### src/rtl/shift_pkg.sv
// Shared types and default widths for the left-shift sequencer
// and the jump-target datapath beside it.
package shift_pkg;

  localparam int DATA_W  = 26;
  localparam int OUT_W   = 32;
  localparam int SHAMT_W = 5;

  typedef enum logic [1:0] {
    S_IDLE,
    S_SHIFT,
    S_DONE
  } shseq_state_t;

endpackage

### src/rtl/lshift2_step.sv
// Combinational shift-left step by 0, 1 or 2 bits.
// Reports the bits pushed out past the MSB.
module lshift2_step #(
  parameter int W = 32
) (
  input  logic [W-1:0] x,
  input  logic [1:0]   amt,
  output logic [1:0]   out_bits,
  output logic [W-1:0] y
);

  always_comb begin
    out_bits = '0;
    y        = x;
    case (amt)
      2'd1: begin
        out_bits = {1'b0, x[W-1]};
        y        = {x[W-2:0], 1'b0};
      end
      2'd2: begin
        out_bits = x[W-1:W-2];
        y        = {x[W-3:0], 2'b00};
      end
      default: begin
        out_bits = '0;
        y        = x;
      end
    endcase
  end

endmodule

### src/rtl/lshift_seq.sv
// Multi-cycle left-shift sequencer: zero-extends the operand and
// shifts it two bits per cycle, one extra bit for odd amounts.
module lshift_seq
  import shift_pkg::*;
#(
  parameter int DATA_W  = shift_pkg::DATA_W,
  parameter int OUT_W   = shift_pkg::OUT_W,
  parameter int SHAMT_W = shift_pkg::SHAMT_W
) (
  input  logic               clk,
  input  logic               reset,
  input  logic               start_i,
  output logic               ready_o,
  input  logic [DATA_W-1:0]  din_i,
  input  logic [SHAMT_W-1:0] shamt_i,
  output logic               busy_o,
  output logic               valid_o,
  input  logic               ack_i,
  output logic [OUT_W-1:0]   dout_o,
  output logic               ovf_o
);

  shseq_state_t       state;
  shseq_state_t       state_nx;
  logic [OUT_W-1:0]   acc;
  logic [OUT_W-1:0]   acc_step;
  logic [SHAMT_W-1:0] cnt;
  logic [SHAMT_W-1:0] cnt_nx;
  logic               ovf;
  logic [1:0]         amt;
  logic [1:0]         out_bits;

  // Step size: two while at least two remain, then the odd leftover bit.
  always_comb begin
    amt = 2'd0;
    if (state == S_SHIFT) begin
      if (cnt > SHAMT_W'(1)) begin
        amt = 2'd2;
      end else begin
        amt = {1'b0, cnt[0]};
      end
    end
  end

  assign cnt_nx = cnt - SHAMT_W'(amt);

  lshift2_step #(
    .W (OUT_W)
  ) u_step (
    .x        (acc),
    .amt      (amt),
    .out_bits (out_bits),
    .y        (acc_step)
  );

  always_ff @(posedge clk) begin
    if (!reset) begin
      state <= S_IDLE;
    end else begin
      state <= state_nx;
    end
  end

  always_comb begin
    state_nx = state;
    unique case (state)
      S_IDLE: begin
        if (start_i) begin
          state_nx = (shamt_i == '0) ? S_DONE : S_SHIFT;
        end
      end
      S_SHIFT: begin
        if (cnt_nx == '0) begin
          state_nx = S_DONE;
        end
      end
      S_DONE: begin
        if (ack_i) begin
          state_nx = S_IDLE;
        end
      end
      default: state_nx = S_IDLE;
    endcase
  end

  always_comb begin
    ready_o = 1'b0;
    busy_o  = 1'b0;
    valid_o = 1'b0;
    unique case (1'b1)
      (state == S_IDLE):  ready_o = 1'b1;
      (state == S_SHIFT): busy_o  = 1'b1;
      (state == S_DONE):  valid_o = 1'b1;
      default: ;
    endcase
  end

  always_ff @(posedge clk) begin
    if (!reset) begin
      acc <= '0;
      cnt <= '0;
      ovf <= 1'b0;
    end else begin
      if (state == S_IDLE && start_i) begin
        acc <= OUT_W'(din_i);
        cnt <= shamt_i;
        ovf <= 1'b0;
      end else if (state == S_SHIFT) begin
        acc <= acc_step;
        cnt <= cnt_nx;
        ovf <= ovf | (|out_bits);
      end
    end
  end

  assign dout_o = acc;
  assign ovf_o  = ovf;

endmodule

### config.mk
export PLATFORM = sky130hd
export DESIGN_NAME = lshift_seq
export DESIGN_NICKNAME = d
export VERILOG_FILES = /design/src/rtl/shift_pkg.sv /design/src/rtl/lshift2_step.sv /design/src/rtl/lshift_seq.sv
export SDC_FILE = /design/constraint.sdc
export NUM_CORES = 1
export LEC_CHECK = 0
export ABC_CLOCK_PERIOD_IN_PS = 5200
export CAP_MARGIN = 20
export CORE_MARGIN = 2
export CORE_UTILIZATION = 50
export DETAILED_ROUTE_END_ITERATION = 8
export GPL_TIMING_DRIVEN = 1
export PLACE_DENSITY_LB_ADDON = 0.15
export SLEW_MARGIN = 10
export SYNTH_ARGS = -nofsm -noshare
export SYNTH_HDL_FRONTEND = slang
export SYNTH_SLANG_ARGS = --single-unit
### constraint.sdc
create_clock -name clk -period 5.2 [get_ports clk]
set_clock_uncertainty 0.15 [all_clocks]
set_input_delay 1.04 -clock clk [delete_from_list [all_inputs] [get_ports clk]]
set_output_delay 1.04 -clock clk [all_outputs]
set_load 0.01 [all_outputs]
==> metrics.txt, run 1 <==
Clock Latency Late Sink=a little under 0.3 ns; Power Dens Cells=around 480 nW/um^2; number of routed nets with antenna violations=0; final WL=around 5400 um; dominant cells by area after synthesis=dfxtp_1 (36%), mux2i_1 (14%), nor2_1 (7.0%); Seq/Total Area, Yosys=0.362; Total GRT Usage=0.216; first-pass GRT wire length=roughly 8800 um; period utilization=0.656; Reg power frac=0.334; Max Fclk=about 0.29 GHz; diodes inserted=0; min Tclk post-route=between 3 and 4 ns; Hold Path Depth=2; H-tree depth=2; switching share of power=0.410; Remaining DRCs=0; Max VDD drop=0.252 mV; Cells after DPL=378; Vias=about 2,100; placed wire-length estimate=3740 um; final cell count without fillers=between 300 and 400; Syn Inst Count=about 270; Fin Setup TNS=0 ns; Slew Limit Fails=0; yosys warns=0; Leak=1.05 nW; CTS tree=done; Synth Flop Type=dfxtp_1; Reg-to-Reg End=dout_o[24]$_SDFFE_PN0P_; clock-pin slew on the worst setup and hold paths=~0.08 ns; die span in x=70.5 um; Yosys reg bits=40; R2R cell count=11; maxcap violations=0; WS Path Type=register to register; first-pass iteration count of the detailed router=4; Syn Area/Cell=between 8 and 9 sq um; required time worst endpoint=approximately 5.3 ns; die footprint=between 4000 and 5000 sq um; syn_nets=313; worst slew pin tran=0.730 ns; worst-path fanout max=34; Std-Cell Rows=24; DP Area=around 2900 sq um; CTS resizes=0; via density per instance=5.47; number of flops mapped to enable cells by yosys=0; Mapped Area=2210 sq um; Iter 0 DRT Violations=around 160; area grow syn2layout=35.6%; Routed WL per cell=about 14 um; CTS Sinks=40; Placer Congestion=slightly below 0.8; Post-synth ARST share=0; cts hold-fix bufs=0; Initial Utilization=0.515; share of the synthesized area in the top cell type=0.362; Total Nets Final=roughly 370; largest net degree at the start of global routing=52; Congestion Overflow GR=0; relative max-transition margin=0.512; Int Power=about 0.85 mW; RR Startpoint=state[0]$_SDFFE_PN0P_; min-delay worst type=register to register; status=finished clean; Root Driver=clkbuf_8; leading area contributor after synthesis=dfxtp_1; Final Power=1.44 mW; Worst Setup Start Kind=register; combinational share of power=0.517; clock power share=0.148; WHS Endpoint=ovf_o$_SDFFE_PP0N_; RSZ-0062 raised after global routing=false; endpoints failing setup=0; r2r setup slk=1.79 ns; vias in the first global route=between 1,500 and 2,000; Setup Buffers After CTS=0; share of cells above drive strength 1=0.0539; die span in y=around 71 um; I/O pin count=slightly above 70; total CTS buffers=5; Fill cells=between 300 and 400; Final Instance Area=approximately 3000 sq um; Cell variety after synth=36; number of port buffers=70; CP Data Arrival Time=3.47 ns; net switching power=just under 0.6 mW; type of element capturing the critical path=register; CORE AREA=4290 sq um; Clock Path Buffers=2; antenna violations before repair=0; Hold Path Origin=ovf_o$_SDFFE_PP0N_; final design utilization=0.699; final hold violations=0
registers in the layout (all words and copies together), names as in the netlist:
register / cells
dout_o: 32
cnt: 5
state: 2
ovf_o: 1
metal layers:
layer / vias up / part of all wire / GRT usage
met2: 56 / 0.50 / 0.363
met4: 0 / 0.013 / 0.0797
met1: 959 / 0.43 / 0.280
met3: 7 / 0.049 / 0.0370
met5: - / 0 / 0
li1: 1091 / - / -
cells by family after synthesis:
group	after synthesis	synth area share
flip-flops	40	0.362
AND/OR/NAND/NOR	87	0.171
AO/OA/AOI/OAI	77	0.222
buffers and inverters	31	0.0650
XOR/XNOR	2	0.00792
multiplexers	31	0.141
adder cells (fa/ha/maj)	5	0.0317
power by group through the flow:
stage	logic, mW	registers, mW	clock network, mW
after detailed placement	0.741	0.487	0
after floorplan	0.510	0.473	0
after global routing	0.813	0.496	0.230
final	0.744	0.481	0.214
after CTS	0.744	0.481	0.215
after global placement	0.728	0.485	0
cells in the final DEF (no fill, tap or decap), types with 2 or more instances in the layout:
master           Yosys  layout
o221ai_1             2       2
buf_4                0       4
nor2_1              41      41
o22ai_1             24      24
xnor2_1              2       2
clkbuf_8             0       6
nor4_1               2       2
a21oi_1             28      28
mux2i_1             30      30
a32oi_1              2       2
nand2b_1             3       3
o221a_2              2       2
clkbuf_1             9       2
o21ai_0              6       6
a211oi_1             7       7
ha_1                 4       3
dfxtp_1             40      40
clkdlybuf4s50_1      0      70
a22oi_1              2       2
nand2_1             29      29
inv_1                9       9
nand3_1              4       4
Yosys cell counts, types with 2 or more instances:
cell type   n
dfxtp_1    40
nor4_1      2
buf_2      10
clkbuf_1    9
nand2_1    29
o221a_2     2
mux2i_1    30
nand2b_1    3
o21ai_0     6
o22ai_1    24
buf_6       2
nand3_1     4
ha_1        4
a32oi_1     2
o221ai_1    2
inv_1       9
xnor2_1     2
a211oi_1    7
a21oi_1    28
nor2_1     41
a22oi_1     2
through the flow:
step	hold WS [ns]	setup WS, ns
after CTS	0.339	1.81
after global placement	0.320	1.94
after floorplan	0.346	2.91
final	0.335	1.79
after detailed placement	0.329	1.85
after global routing	0.365	1.48
critical path, cell delays in order (launching register included):
cell and delay [ns]:
dfxtp_1 0.66, nand2b_1 0.16, inv_2 0.14, nand2b_1 0.11, inv_1 0.13, ha_2 0.17
buf_4 0.45, nor2_1 0.17, a211oi_4 0.25, buf_4 0.32, nand2_2 0.33, o22ai_1 0.28
worst max path at each step:
stage                     depth (start not counted)                 endpoint  slack [ns]                   from
after global routing                             11   dout_o[6]$_SDFFE_PN0P_        1.48  state[0]$_SDFFE_PN0P_
after CTS                                        11  dout_o[25]$_SDFFE_PN0P_        1.81  state[0]$_SDFFE_PN0P_
after detailed placement                         11  dout_o[25]$_SDFFE_PN0P_        1.85  state[0]$_SDFFE_PN0P_
final                                            11  dout_o[24]$_SDFFE_PN0P_        1.79  state[0]$_SDFFE_PN0P_
after global placement                           11   dout_o[6]$_SDFFE_PN0P_        1.94  state[0]$_SDFFE_PN0P_
after floorplan                                  10  dout_o[10]$_SDFFE_PN0P_        2.91    cnt[2]$_SDFFE_PN0P_
cell type report:
class / instances / area, sq um / share of cell area
Timing Repair Buffer: 74 / 731 / 0.243
Clock buffer: 8 / 90.1 / 0.0300
Tap cell: 52 / 65.1 / 0.0217
Multi-Input combinational cell: 202 / 1280 / 0.426
Inverter: 10 / 37.5 / 0.0125
Sequential cell: 40 / 801 / 0.267
No activity file was read; power rests on OpenSTA's default activity.
==> inputs of run 2 (changes only) <==
- ABC_CLOCK_PERIOD_IN_PS: 5200 -> 3550
- CORE_UTILIZATION: 50 -> 46
- clock period: 5.2 -> 3.55 ns (I/O delays scaled with it)
==> run 2 against run 1 <==
  * Fmax rose by 17%
  * Global-route usage fell by 1.1 points
  * Die area rose by 8.2%
  * Sequential share of layout area rose by 0.056 points
  * Critical path type unchanged
==> metrics.txt, run 2 (synthesis results as in run 1) <==
status=finished clean; die span in x=around 73 um; antenna violations before repair=0; Initial Utilization=0.472; Root Driver=clkbuf_8; number of routed nets with antenna violations=0; diodes inserted=0; CP Data Arrival Time=about 3 ns; H-tree depth=2; first-pass iteration count of the detailed router=4; Place WS=approximately 0.64 ns; cts hold-fix bufs=0; period utilization=0.823; maxcap violations=0; number of port buffers=70; WS Path Type=register to register; Fill cells=445; vias in the first global route=1,953; Iter 0 DRT Violations=roughly 100; Power Dens Cells=around 690 nW/um^2; endpoints failing setup=0; area grow syn2layout=35.3%; CTS tree=done; share of cells above drive strength 1=0.0571; CTS Sinks=40; first-pass GRT wire length=between 8000 and 9000 um; Placer Congestion=about 0.81; CTS resizes=0; most frequent cells in the layout=clkdlybuf4s50_1 (70), nor2_1 (41), dfxtp_1 (40), mux2i_1 (30), nand2_1 (29); max reg flops=32; via density per instance=between 5 and 6; WHS=0.345 ns; Clock Latency Late Sink=roughly 0.30 ns; worst slew pin tran=roughly 0.72 ns; RSZ-0062 raised after global routing=false; Slew Limit Fails=0; Total GRT Usage=0.205; Max VDD drop=0.388 mV; min Tclk post-route=2.92 ns; required time worst endpoint=around 3.6 ns; Routed WL per cell=roughly 14 um; Worst Setup Start Kind=register; Congestion Overflow GR=0; Setup Buffers After CTS=0; placed wire-length estimate=~3700 um; I/O pin count=71; Leak=1.04 nW; Max Fclk=roughly 0.34 GHz; die span in y=73.4 um; die footprint=5380 sq um; worst setup margin=0.630 ns; Clock Path Buffers=2; largest net degree at the start of global routing=53; type of element capturing the critical path=register; worst-path fanout max=24; Remaining DRCs=0; CORE AREA=between 4000 and 5000 sq um; Std-Cell Rows=25; min-delay worst type=register to register; final WL=roughly 5300 um; final hold violations=0; Fin Setup TNS=0 ns; Vias=about 2,100; total CTS buffers=5; relative max-transition margin=0.521; most common cell after layout, fill and taps aside=clkdlybuf4s50_1; clock-pin slew on the worst setup and hold paths=0.07 ns; Total Nets Final=~370
run 2: cell count changes in the layout (fill, tap and decap cells not counted), sizes merged:
| cell | change |
|---|---|
| clkbuf | -3 |
| clkinv | +1 |
| clkinvlp | +1 |
run 2: worst paths after layout:
check / slack, ns / cells past startpoint / start / to
worst min-delay path: 0.35 / 2 / ovf_o$_SDFFE_PP0N_ / ovf_o$_SDFFE_PP0N_
worst min register to register: 0.35 / 2 / ovf_o$_SDFFE_PP0N_ / ovf_o$_SDFFE_PP0N_
worst max-delay path: 0.63 / 9 / state[0]$_SDFFE_PN0P_ / dout_o[20]$_SDFFE_PN0P_
worst max register to register: 0.63 / 9 / state[0]$_SDFFE_PN0P_ / dout_o[20]$_SDFFE_PN0P_
run 2: worst max-delay path: stages (launching register included):
cell	delay (ns)
dfxtp_1	0.68
nand2b_1	0.16
inv_2	0.16
nand2b_1	0.11
inv_1	0.12
ha_2	0.18
nor2_1	0.07
a211oi_4	0.52
nand2_2	0.41
o22ai_1	0.27
run 2: report_power, final:
| part | total, mW | switching [mW] | internal, mW |
|---|---|---|---|
| registers | 0.706 | 0.146 | 0.560 |
| clock network | 0.287 | 0.154 | 0.133 |
| logic | 1.09 | 0.561 | 0.524 |
| total | 2.08 | 0.862 | 1.22 |
run 2: final cells by class:
| class | count | area, sq um | share of cell area |
|---|---|---|---|
| clock buffers | 5 | 68.8 | 0.0230 |
| clock inverters | 2 | 12.5 | 0.00418 |
| inverters | 10 | 37.5 | 0.0125 |
| multi-input cells | 202 | 1280 | 0.426 |
| flip-flops and latches | 40 | 801 | 0.267 |
| well taps | 54 | 67.6 | 0.0226 |
| repair buffers | 74 | 731 | 0.244 |
run 2: through the flow:
step	cells	instance area, sq um	utilization	total power, mW
finish	387	3000	0.638	2.08
CTS	387	3000	0.638	2.09
detailed placement	380	2910	0.621	1.80
global placement	380	2910	0.621	1.79
global route	387	3000	0.638	2.23
floorplan	273	2210	-	1.44
run 2: layer usage:
metal  share of wire  wire (um)  track usage  up-vias
li1                -          -            -     1086
met1            0.46       2460        0.260      973
met2            0.48       2530        0.340       50
met3           0.048        253       0.0508        7
met4           0.014         73       0.0667        0
met5               0          0            0        -
==> inputs of run 3 (changes only) <==
- ABC_CLOCK_PERIOD_IN_PS: 3550 -> 2600
- CORE_UTILIZATION: 46 -> 42
- clock period: 3.55 -> 2.6 ns (I/O delays scaled with it)
==> run 3 against run 2 <==
  * Count of clock-buffer cells in the layout rose by 1
  * Combinational power grew 50%
  * Register-to-register slack got worse by 0.39 ns
  * Total power is 46% higher
  * Fmax up 24%
  * Worst hold slack got worse by 0.010 ns
  * Via count up 3.8%
  * Final cell count grew 5.4%
  * Global-route usage decreased by 1.2 points
  * Sequential cell count is the same
  * Non-clock buffer count is 4 higher
  * Sequential share of layout area is 0.92 points lower
==> metrics.txt, run 3 (synthesis results as in run 1) <==
type of element capturing the critical path=register; Clock Path Buffers=2; cts hold-fix bufs=0; worst slew pin tran=roughly 0.52 ns; final design utilization=0.607; worst-path fanout max=7; endpoints failing setup=0; RSZ-0062 raised after global routing=false; placed wire-length estimate=3930 um; max reg flops=32; first-pass GRT wire length=a little over 9000 um; number of port buffers=70; final WL=5640 um; Initial Utilization=0.433; Std-Cell Rows=26; die span in x=between 70 and 80 um; Congestion Overflow GR=0; DP Area=~3000 sq um; WS Path Type=register to register; first-pass iteration count of the detailed router=4; Fill cells=approximately 500; min Tclk post-route=between 2 and 2.5 ns; Fin Setup TNS=0 ns; Final Instance Area=~3100 sq um; Vias=2,196; Setup Buffers After CTS=0; Clock Latency Late Sink=between 0.2 and 0.3 ns; status=finished clean; relative max-transition margin=0.651; antenna violations before repair=0; diodes inserted=0; Max VDD drop=between 0.4 and 0.5 mV; CTS Sinks=40; total CTS buffers=5; Leak=around 1.1 nW; Power Dens Cells=between 900 and 1000 nW/um^2; Total GRT Usage=0.192; largest net degree at the start of global routing=between 50 and 60; required time worst endpoint=approximately 2.6 ns; most common cell after layout, fill and taps aside=clkdlybuf4s50_1; CORE AREA=between 5000 and 6000 sq um; min-delay worst type=register to register; CTS tree=done; period utilization=0.907; via density per instance=between 5 and 6; H-tree depth=2; most frequent cells in the layout=clkdlybuf4s50_1 (70), nor2_1 (41), dfxtp_1 (40), mux2i_1 (30), nand2_1 (29); Worst Setup Start Kind=register; Iter 0 DRT Violations=87; die footprint=just under 6000 sq um; Routed WL per cell=between 10 and 15 um; Slew Limit Fails=0; share of cells above drive strength 1=0.0680; die span in y=~77 um; number of routed nets with antenna violations=0; Placer Congestion=0.819; Root Driver=clkbuf_8; Remaining DRCs=0; final hold violations=0; Total Nets Final=roughly 380; maxcap violations=0; vias in the first global route=1,926; clock-pin slew on the worst setup and hold paths=roughly 0.08 ns; I/O pin count=between 70 and 80; Max Fclk=approximately 0.42 GHz; area grow syn2layout=40.1%; CP Data Arrival Time=2.38 ns
-- run 3: timing repair --
action                                  CTS  global route
hold endpoints to repair                  0             0
gates resized for setup                   0             1
endpoints found under the setup margin    0             7
-- run 3: metal layers --
metal | up-vias | routed length, um | track usage
li1 | 1099 | - | -
met1 | 1032 | 2570 | 0.261
met2 | 61 | 2700 | 0.301
met3 | 4 | 310 | 0.0438
met4 | 0 | 54 | 0.0655
met5 | - | 0 | 0
-- run 3: layout make-up --
class / instances / area, sq um / area share
Sequential cell: 40 / 801 / 0.258
Inverter: 10 / 37.5 / 0.0121
Clock buffer: 6 / 72.6 / 0.0234
Tap cell: 70 / 87.6 / 0.0282
Clock inverter: 2 / 35.0 / 0.0113
Multi-Input combinational cell: 202 / 1280 / 0.413
Timing Repair Buffer: 78 / 786 / 0.253
-- run 3: stage by stage --
stage          hold slack (ns)  total power [mW]  cells  setup slack, ns
2_1_floorplan            0.346              1.97    273            0.313
4_1_cts                  0.338              3.05    408            0.186
5_1_grt                  0.377              3.24    408           0.0856
3_3_place_gp             0.308              2.53    400            0.237
3_5_place_dp             0.325              2.55    400            0.177
6_report                 0.335              3.04    408            0.242
-- run 3: critical path, cell delays in order (launching register included) --
cell and delay [ns]:
dfxtp_1 0.37, nor4_1 0.35, nand2b_1 0.22, inv_1 0.09, fa_1 0.46, xnor2_1 0.16, nand4b_1 0.15, a32oi_1 0.20
o21ai_0 0.09
-- run 3: final timing paths --
path | start | to | slack, ns | cells past startpoint
setup / recovery | cnt[2]$_SDFFE_PN0P_ | state[0]$_SDFFE_PN0P_ | 0.24 | 8
setup reg to reg | cnt[2]$_SDFFE_PN0P_ | state[0]$_SDFFE_PN0P_ | 0.24 | 8
hold reg to reg | ovf_o$_SDFFE_PP0N_ | ovf_o$_SDFFE_PP0N_ | 0.34 | 2
hold / removal | ovf_o$_SDFFE_PP0N_ | ovf_o$_SDFFE_PP0N_ | 0.34 | 2
-- run 3: report_power, final --
part | switching (mW) | internal, mW
Sequential | 0.152 | 0.764
Clock | 0.213 | 0.285
Combinational | 0.845 | 0.781
